`src/rtl/countdown_timer.sv`:
```
// mm:ss.cc countdown timer: debounced keys, 10 ms tick, BCD borrow chain,
// SET/RUN/PAUSE/ALARM mode FSM with registered digit and LED outputs.
module countdown_timer_key #(
  parameter int DEBOUNCE_CYCLES = 1000000
) (
  input  logic clk,
  input  logic rst_n,
  input  logic key_i,
  output logic press_o
);
  localparam int W = $clog2(DEBOUNCE_CYCLES + 1);
  localparam logic [W-1:0] LAST = W'(DEBOUNCE_CYCLES - 1);

  logic         s1_q, s2_q, deb_q;
  logic [W-1:0] cnt_q;
  logic         accept;

  assign accept  = (s2_q != deb_q) && (cnt_q == LAST);
  assign press_o = accept && !s2_q;

  always_ff @(posedge clk or negedge rst_n) begin
    if (!rst_n) begin
      s1_q  <= 1'b1;
      s2_q  <= 1'b1;
      deb_q <= 1'b1;
      cnt_q <= '0;
    end else begin
      s1_q <= key_i;
      s2_q <= s1_q;
      if (s2_q == deb_q) begin
        cnt_q <= '0;
      end else if (accept) begin
        deb_q <= s2_q;
        cnt_q <= '0;
      end else begin
        cnt_q <= cnt_q + W'(1);
      end
    end
  end
endmodule

module countdown_timer #(
  parameter int TICK_DIV        = 500000,
  parameter int DEBOUNCE_CYCLES = 1000000,
  parameter int PRESET_MIN      = 1,
  parameter int ALARM_TICKS     = 1000,
  parameter int BLINK_TICKS     = 25
) (
  input  logic       CLOCK_50,
  input  logic       key_reset,
  input  logic       key_start_pause,
  input  logic       key_mode,
  input  logic       key_inc,
  output logic [3:0] min_high,
  output logic [3:0] min_low,
  output logic [3:0] sec_high,
  output logic [3:0] sec_low,
  output logic [3:0] cs_high,
  output logic [3:0] cs_low,
  output logic [1:0] edit_field,
  output logic       led_run,
  output logic       led_pause,
  output logic       led_alarm
);
  localparam int TW = $clog2(TICK_DIV + 1);
  localparam int AW = $clog2(ALARM_TICKS + 1);
  localparam int BW = $clog2(BLINK_TICKS + 1);
  localparam logic [3:0] PMH = 4'(PRESET_MIN / 10);
  localparam logic [3:0] PML = 4'(PRESET_MIN % 10);

  typedef enum logic [1:0] {
    S_SET, S_RUN, S_PAUSE, S_ALARM
  } state_e;

  logic clk, rst_n;
  assign clk   = CLOCK_50;
  assign rst_n = key_reset;

  logic pr_start, pr_mode, pr_inc;
  logic p_start, p_mode, p_inc, p_any;

  countdown_timer_key #(.DEBOUNCE_CYCLES(DEBOUNCE_CYCLES)) u_key_start (
    .clk(clk), .rst_n(rst_n), .key_i(key_start_pause), .press_o(pr_start)
  );
  countdown_timer_key #(.DEBOUNCE_CYCLES(DEBOUNCE_CYCLES)) u_key_mode (
    .clk(clk), .rst_n(rst_n), .key_i(key_mode), .press_o(pr_mode)
  );
  countdown_timer_key #(.DEBOUNCE_CYCLES(DEBOUNCE_CYCLES)) u_key_inc (
    .clk(clk), .rst_n(rst_n), .key_i(key_inc), .press_o(pr_inc)
  );

  assign p_start = pr_start;
  assign p_mode  = pr_mode & ~pr_start;
  assign p_inc   = pr_inc & ~pr_start & ~pr_mode;
  assign p_any   = pr_start | pr_mode | pr_inc;

  state_e        state_q;
  logic [3:0]    mh_q, ml_q, sh_q, sl_q, ch_q, cl_q;
  logic [3:0]    smh_q, sml_q, ssh_q, ssl_q;
  logic [1:0]    edit_q;
  logic          run_q, pause_q, alarm_q;
  logic [TW-1:0] tick_q;
  logic [AW-1:0] acnt_q;
  logic [BW-1:0] bcnt_q;

  logic tick, counting, is_zero;
  assign counting = (state_q == S_RUN) || (state_q == S_ALARM);
  assign tick     = counting && (tick_q == TW'(TICK_DIV - 1));
  assign is_zero  = {mh_q, ml_q, sh_q, sl_q, ch_q, cl_q} == 24'h0;

  logic [3:0] dmh, dml, dsh, dsl, dch, dcl;
  logic       dzero;

  // Borrow ripples only while the lower digit is already zero.
  always_comb begin
    {dmh, dml, dsh, dsl, dch, dcl} = {mh_q, ml_q, sh_q, sl_q, ch_q, cl_q};
    if (cl_q != 4'd0) begin
      dcl = cl_q - 4'd1;
    end else begin
      dcl = 4'd9;
      if (ch_q != 4'd0) begin
        dch = ch_q - 4'd1;
      end else begin
        dch = 4'd9;
        if (sl_q != 4'd0) begin
          dsl = sl_q - 4'd1;
        end else begin
          dsl = 4'd9;
          if (sh_q != 4'd0) begin
            dsh = sh_q - 4'd1;
          end else begin
            dsh = 4'd5;
            if (ml_q != 4'd0) begin
              dml = ml_q - 4'd1;
            end else begin
              dml = 4'd9;
              dmh = mh_q - 4'd1;
            end
          end
        end
      end
    end
    dzero = {dmh, dml, dsh, dsl, dch, dcl} == 24'h0;
  end

  logic [3:0] ish, isl, imh, iml;

  always_comb begin
    ish = sh_q;
    isl = sl_q + 4'd1;
    if (sl_q == 4'd9) begin
      isl = 4'd0;
      ish = (sh_q == 4'd5) ? 4'd0 : sh_q + 4'd1;
    end
    imh = mh_q;
    iml = ml_q + 4'd1;
    if (ml_q == 4'd9) begin
      iml = 4'd0;
      imh = (mh_q == 4'd9) ? 4'd0 : mh_q + 4'd1;
    end
  end

  always_ff @(posedge clk or negedge rst_n) begin
    if (!rst_n) begin
      state_q <= S_SET;
      {mh_q, ml_q} <= {PMH, PML};
      {sh_q, sl_q, ch_q, cl_q} <= 16'h0;
      {smh_q, sml_q} <= {PMH, PML};
      {ssh_q, ssl_q} <= 8'h0;
      edit_q  <= 2'd1;
      run_q   <= 1'b0;
      pause_q <= 1'b0;
      alarm_q <= 1'b0;
      tick_q  <= '0;
      acnt_q  <= '0;
      bcnt_q  <= '0;
    end else begin
      if (!counting || tick) tick_q <= '0;
      else                   tick_q <= tick_q + TW'(1);

      unique case (state_q)
        S_SET: begin
          unique case (1'b1)
            p_start: begin
              if (!is_zero) begin
                {smh_q, sml_q, ssh_q, ssl_q} <= {mh_q, ml_q, sh_q, sl_q};
                state_q <= S_RUN;
                run_q   <= 1'b1;
                edit_q  <= 2'd0;
                tick_q  <= '0;
              end
            end
            p_mode: edit_q <= (edit_q == 2'd1) ? 2'd2 : 2'd1;
            p_inc: begin
              if (edit_q == 2'd2) {mh_q, ml_q} <= {imh, iml};
              else                {sh_q, sl_q} <= {ish, isl};
            end
            default: ;
          endcase
        end
        S_RUN: begin
          if (p_start) begin
            state_q <= S_PAUSE;
            run_q   <= 1'b0;
            pause_q <= 1'b1;
          end else if (tick) begin
            {mh_q, ml_q, sh_q, sl_q, ch_q, cl_q} <=
              {dmh, dml, dsh, dsl, dch, dcl};
            if (dzero) begin
              state_q <= S_ALARM;
              run_q   <= 1'b0;
              alarm_q <= 1'b1;
              acnt_q  <= '0;
              bcnt_q  <= '0;
            end
          end
        end
        S_PAUSE: begin
          if (p_start) begin
            state_q <= S_RUN;
            run_q   <= 1'b1;
            pause_q <= 1'b0;
            tick_q  <= '0;
          end else if (p_mode) begin
            state_q <= S_SET;
            pause_q <= 1'b0;
            edit_q  <= 2'd1;
            {mh_q, ml_q, sh_q, sl_q} <= {smh_q, sml_q, ssh_q, ssl_q};
            {ch_q, cl_q} <= 8'h0;
          end
        end
        S_ALARM: begin
          if (p_any || (tick && acnt_q == AW'(ALARM_TICKS - 1))) begin
            state_q <= S_SET;
            alarm_q <= 1'b0;
            edit_q  <= 2'd1;
            {mh_q, ml_q, sh_q, sl_q} <= {smh_q, sml_q, ssh_q, ssl_q};
            {ch_q, cl_q} <= 8'h0;
          end else if (tick) begin
            acnt_q <= acnt_q + AW'(1);
            if (bcnt_q == BW'(BLINK_TICKS - 1)) begin
              bcnt_q  <= '0;
              alarm_q <= ~alarm_q;
            end else begin
              bcnt_q <= bcnt_q + BW'(1);
            end
          end
        end
        default: state_q <= S_SET;
      endcase
    end
  end

  assign min_high   = mh_q;
  assign min_low    = ml_q;
  assign sec_high   = sh_q;
  assign sec_low    = sl_q;
  assign cs_high    = ch_q;
  assign cs_low     = cl_q;
  assign edit_field = edit_q;
  assign led_run    = run_q;
  assign led_pause  = pause_q;
  assign led_alarm  = alarm_q;
endmodule

```
`config.mk`:
```
export PLATFORM = sky130hd
export DESIGN_NAME = countdown_timer
export DESIGN_NICKNAME = d
export VERILOG_FILES = /design/src/rtl/countdown_timer.sv
export SDC_FILE = /design/constraint.sdc
export NUM_CORES = 1
export LEC_CHECK = 0
export CORE_ASPECT_RATIO = 1.75
export CORE_UTILIZATION = 30
export CTS_CLUSTER_DIAMETER = 120
export CTS_CLUSTER_SIZE = 40
export DETAILED_ROUTE_END_ITERATION = 12
export HOLD_SLACK_MARGIN = 0.05
export PLACE_DENSITY = 0.52
export SLEW_MARGIN = 20
export SYNTH_ARGS = -nofsm -noshare
export SYNTH_HDL_FRONTEND = slang
export SYNTH_SLANG_ARGS = --single-unit
```
`constraint.sdc`:
```
create_clock -name CLOCK_50 -period 3.7 [get_ports CLOCK_50]
set_input_delay 0.74 -clock CLOCK_50 [delete_from_list [all_inputs] [get_ports CLOCK_50]]
set_output_delay 0.74 -clock CLOCK_50 [all_outputs]
set_load 0.01 [all_outputs]
```
# Word level (Yosys, flattened, before mapping)
# Cells that the tools add are included.
dict set report word_totals {
  reg_bits 150
  wordCells 270
}
dict set report classes {
  bitwise 12
  eq_ne 45
  addsub 16
  n_reduce_logical 43
  n_mux 124
}
# op count
set ops {}
lappend ops {{4-bit two-way mux} 61}
lappend ops {{20-bit two-way mux} 6}
lappend ops {{19-bit two-way mux} 4}
lappend ops {{4-bit case mux with 4 select lines} 4}
lappend ops {{20-bit by 1-bit adder with 20-bit output (second input constant)} 3}
lappend ops {{20-bit equality test (second input constant)} 3}
lappend ops {{10-bit two-way mux} 5}
lappend ops {{24-bit logical NOT} 2}
lappend ops {{19-bit case mux with 2 select lines} 1}
lappend ops {{6-bit AND reduction} 6}
lappend ops {{2-bit inequality test (second input constant)} 16}
lappend ops {{5-bit two-way mux} 6}
lappend ops {{2-bit two-way mux} 13}
lappend ops {{4-bit case mux with 3 select lines} 2}
lappend ops {{4-bit by 1-bit subtractor with 4-bit output (second input constant)} 6}
lappend ops {{10-bit case mux with 2 select lines} 1}
lappend ops {{4-bit nonzero test} 5}
lappend ops {{19-bit by 1-bit adder with 19-bit output (second input constant)} 1}
lappend ops {{19-bit equality test (second input constant)} 1}
lappend ops {{4-bit by 1-bit adder with 4-bit output (second input constant)} 4}
lappend ops {{8-bit AND reduction} 2}
lappend ops {{3-bit inequality test (second input constant)} 5}
lappend ops {{1-bit two-way mux} 14}
lappend ops {{7-bit AND reduction} 2}
lappend ops {{30 further kinds} 67}

# Logic depth before layout (Yosys ltp)
dict set report depth {
  word_depth 11
  depth_mapped 10
}

# By module
# A second synthesis with hierarchy kept.
dict set report unflattened {
  hier_cells 875
  area_unflattened_um2 8440.6
}
# module cells_each instances area_each_um2
set modules_own_cells {}
lappend modules_own_cells {countdown_timer 557 1 4994.8}
lappend modules_own_cells {countdown_timer_key 106 3 1148.6}

# Worst setup path after synthesis
# No wires, ideal clock.
dict set report synth_path {
  path_type {register to register}
  start {register cl_q[0], in the netlist cs_low[0]}
  end {register sml_q[1]}
  synth_period_minus_slack_ns 2.710
  arrival_time_ns 2.585
  slack_ns 0.990
  path_stages_with_launch 9
  required_time_ns 3.575
  path_buffers 2
  setup_time_ns 0.125
  cell_sequence {dfrtp_1 -> clkbuf_1 -> nor4_1 -> nand4_1 -> nor4_2 -> nand3_1 -> nand3_2 -> buf_2 -> mux2_2}
}
dict set report synth_between {
  elab_chain_len 3
}
# element line
set synth_lines {}
lappend synth_lines {{start: declaration} 98} ;# logic [3:0] mh_q, ml_q, sh_q, sl_q, ch_q, cl_q;
lappend synth_lines {{start signal: assignment} 207} ;# {mh_q, ml_q, sh_q, sl_q, ch_q, cl_q} <=
lappend synth_lines {{24-bit logical NOT} 109} ;# assign is_zero = {mh_q, ml_q, sh_q, sl_q, ch_q, cl_q} == 24'h0;
lappend synth_lines {{1-bit NOT (no line)} -}
lappend synth_lines {{3-bit AND reduction (no line)} -}
lappend synth_lines {{end signal: assignment} 168} ;# {smh_q, sml_q} <= {PMH, PML};
lappend synth_lines {{end signal: assignment} 186} ;# {smh_q, sml_q, ssh_q, ssl_q} <= {mh_q, ml_q, sh_q, sl_q};
lappend synth_lines {{end: declaration} 99} ;# logic [3:0] smh_q, sml_q, ssh_q, ssl_q;
# Every way passes these cells.
# A chain may end at the register's enable or synchronous reset.

# Worst setup path in the final report
dict set report layout_path {
  start {register u_key_start.cnt_q[11]}
  end {register cl_q[0], in the netlist cs_low[0]}
}
dict set report layout_between {
  elab_chain_len 8
  word_cells_on_any_way 13
  classes_between {eq/ne: 5; bitwise: 4; reduce/logical: 4}
}
# element line
set layout_lines {}
lappend layout_lines {{start: declaration} 15} ;# logic [W-1:0] cnt_q;
lappend layout_lines {{start signal: assignment} 36} ;# cnt_q <= cnt_q + W'(1);
lappend layout_lines {{20-bit equality test *} 18} ;# assign accept = (s2_q != deb_q) && (cnt_q == LAST);
lappend layout_lines {{1-bit logical AND *} 18}
lappend layout_lines {{1-bit logical AND *} 19} ;# assign press_o = accept && !s2_q;
lappend layout_lines {{1-bit OR (2 in a row)} 95} ;# assign p_any = pr_start | pr_mode | pr_inc;
lappend layout_lines {{1-bit logical OR} 233} ;# if (p_any || (tick && acnt_q == AW'(ALARM_TICKS - 1))) begin
lappend layout_lines {{2-bit by 1-bit inequality test with 1-bit output (no line)} -}
lappend layout_lines {{6-bit AND reduction (no line) *} -}
# Every way passes the cells marked *; elsewhere a longest branch is shown, timed or not.

==> results_dict.tcl <==
set metrics [dict create \
    use_met1_pct 17.5 \
    start_kind "flop" \
    final_common_cell "dfrtp_1" \
    worst_slew_pin_slew_ns 0.748 \
    vias 6553 \
    fmax_mhz 318 \
    grt_pass1_wl_um 34700 \
    ys.warnings.count 0 \
    ir_drop_v 0.000327 \
    grt_pass1_vias 6818 \
    hold_path.class "in -> async" \
    yosysUniqueCellTypes 71 \
    grt_overflow 0 \
    maxCapViolCount 0 \
    core_area_um2 26600 \
    multi_input_area_um2 4140 \
    root_buffer "clkbuf_16" \
    clock_skew_ns 0.0126 \
    syn_nets 889 \
    synth_area_um2 8120 \
    seq_area_um2 3770 \
    arrival_ns 3.46 \
    status "completed" \
    antenna_left 0 \
    pin_count 34 \
    avgSynthCellArea_um2 9.31 \
    ys_seq_area_share_pct 46.4 \
    leakage_nw 3.93 \
    gp_congestion 0.793 \
    dr.pass1.iters 4 \
    fin_tns_setup_ns 0 \
    slowest_stage "a32oi_1" \
    final_layout_size_suffix_gt1_share_pct 10.6 \
    avgViaCountPerCell 5.26 \
    drtIter0Drc 389 \
    gr-max-usage-layer "met2" \
    post-route-util_pct 35.6 \
    cts_made_buffers 17 \
    h-tree-depth 4 \
    grt_usage_pct 15.8 \
    use_met2_pct 28.7 \
    async_flop_share_pct 100 \
    crit_type "reg -> reg" \
    slew_viol_final 0 \
    area_delta_synth_final_pct 16.7 \
    port-buffer-count 33 \
    cp_cell_sequence "or4b_1 > nor4_1 > nand2_1 > a32oi_1 > a21o_1 > mux2_2" \
    cp.required_ns 4.02 \
    setup_violations 0 \
    grt_max_degree 77 \
    antenna_found_initial 0 \
    min_period_over_period_pct 84.9 \
    hold_viol_final 0 \
    synthFlopType "dfrtp_1" \
    yosys_register_bits 150 \
    drt-total-wl_um 20300 \
    timing.max_slew.rel_slack_pct 50.1 \
    fill_cells 2682 \
    min_period_ns 3.14 \
    rsz0062_at_grt "no" \
    synth-edff-count 0 \
    die_h_um 220 \
    gr-usage-met3_pct 2.94 \
    final_nets 926 \
    cts.clk_slew.worst_paths_ns 0.07 \
    end_kind "flop" \
    wl_per_cell_um 16.3 \
    hold_buffers 0 \
    design.die.area_um2 27700 \
    hpwl_um 14400 \
    insertion_delay_ns 0.44 \
    die_w_um 126 \
    tritoncts "yes" \
    ff2ff_setup_slack_ns 0.56 \
    final_cell_mix "138 x dfrtp_1, 122 x nor2_1, 79 x nand2_1" \
    drc 0 \
    powerDensity_nw_per_um2 373 \
    crit_path_max_incr_delay_ns 0.61 \
    antennaDiodeCount 0 \
    clock-sinks 150 \
    whs_ns 0.321 \
    cts_resized 0 \
    start_util_pct 30.5 \
    cts_setup_buffers 0 \
    clk_path_buf_depth 2 \
    cp_max_fo 14 \
    rows 79 \
    postSynthCellCount 872 \
]
[area by class of cell]
cell class / instances / share of cell area [%]
multi-input cells: 669 / 43.7
clock inverters: 13 / 1.65
well taps: 324 / 4.28
repair buffers: 54 / 5.17
inverters: 17 / 0.674
clock buffers: 19 / 4.68
flip-flops and latches: 150 / 39.8
[state kept, by name (all words and copies together) (netlist names), 5 cells and up]
register           cells
bcnt_q                 5
u_key_mode.cnt_q      20
acnt_q                10
tick_q                19
u_key_start.cnt_q     20
u_key_inc.cnt_q       20
[final timing paths]
| check | start | to | cells after the start |
|---|---|---|---|
| max in group asynchronous | key_reset | u_key_inc.s1_q | 2 |
| max | u_key_start.cnt_q[11] | cs_low[0] | 6 |
| min in group CLOCK_50 | u_key_start.s1_q | u_key_start.s2_q | 0 |
| min | key_reset | u_key_mode.cnt_q[3] | 1 |
| max reg2reg | u_key_start.cnt_q[11] | cs_low[0] | 6 |
| min reg2reg | u_key_start.s1_q | u_key_start.s2_q | 0 |
[per-stage QoR]
step / worst slack, ns / cells / power [mW] / cell area (µm²)
floorplan: 0.990 / 872 / 1.72 / 8120
global placement: 0.581 / 1214 / 1.77 / 8870
detailed placement: 0.526 / 1214 / 1.77 / 8870
CTS: 0.508 / 1246 / 3.57 / 9470
global route: 0.290 / 1246 / 3.65 / 9470
finish: 0.560 / 1246 / 3.53 / 9470
[cells in the mapped netlist, types with 15 or more instances]
cell type,instances,area [µm²]
o31ai_1,15,113
a21oi_1,26,130
nand2_1,79,297
clkbuf_1,28,105
inv_1,17,63.8
nand4_1,18,113
xor2_1,39,342
xnor2_1,38,333
nor2_1,122,458
nor4_1,15,93.8
dfrtp_1,138,3450
nand3_1,43,215
and3_1,26,163
mux2_2,19,214
nor3_1,25,125
o21ai_0,46,230
[worst max-delay path: cells and delay by family (launching register included)]
family           cells  cell delay [ns]
AO/OA/AOI/OAI        2             1.08
flip-flops           1             0.42
multiplexers         1             0.38
AND/OR/NAND/NOR      3             1.12
[per-layer routing]
metal,wire [µm],up-vias
li1,-,3198
met2,10800,114
met5,0,-
met4,677,0
met3,511,46
met1,8330,3195
[where the power goes]
| group | internal, mW | switching (mW) | leakage, nW | total, mW |
|---|---|---|---|---|
| clock | 1.08 | 0.724 | 0.293 | 1.80 |
| combinational | 0.0159 | 0.0495 | 1.59 | 0.0655 |
| sequential | 1.65 | 0.0111 | 2.05 | 1.67 |
| total | 2.75 | 0.785 | 3.93 | 3.53 |
[cells by family after synthesis]
| group | count (synthesis) | share of synthesized area (%) |
|---|---|---|
| and+or+nand+nor | 405 | 25.4 |
| AOI/OAI and AO/OA | 155 | 12.7 |
| DFF | 150 | 46.4 |
| xor gates and xnor gates | 77 | 8.31 |
| buffers and inverters | 53 | 2.53 |
| muxes | 20 | 2.76 |
| adders and majority gates | 12 | 1.85 |
No activity file was read; power rests on OpenSTA's default activity.
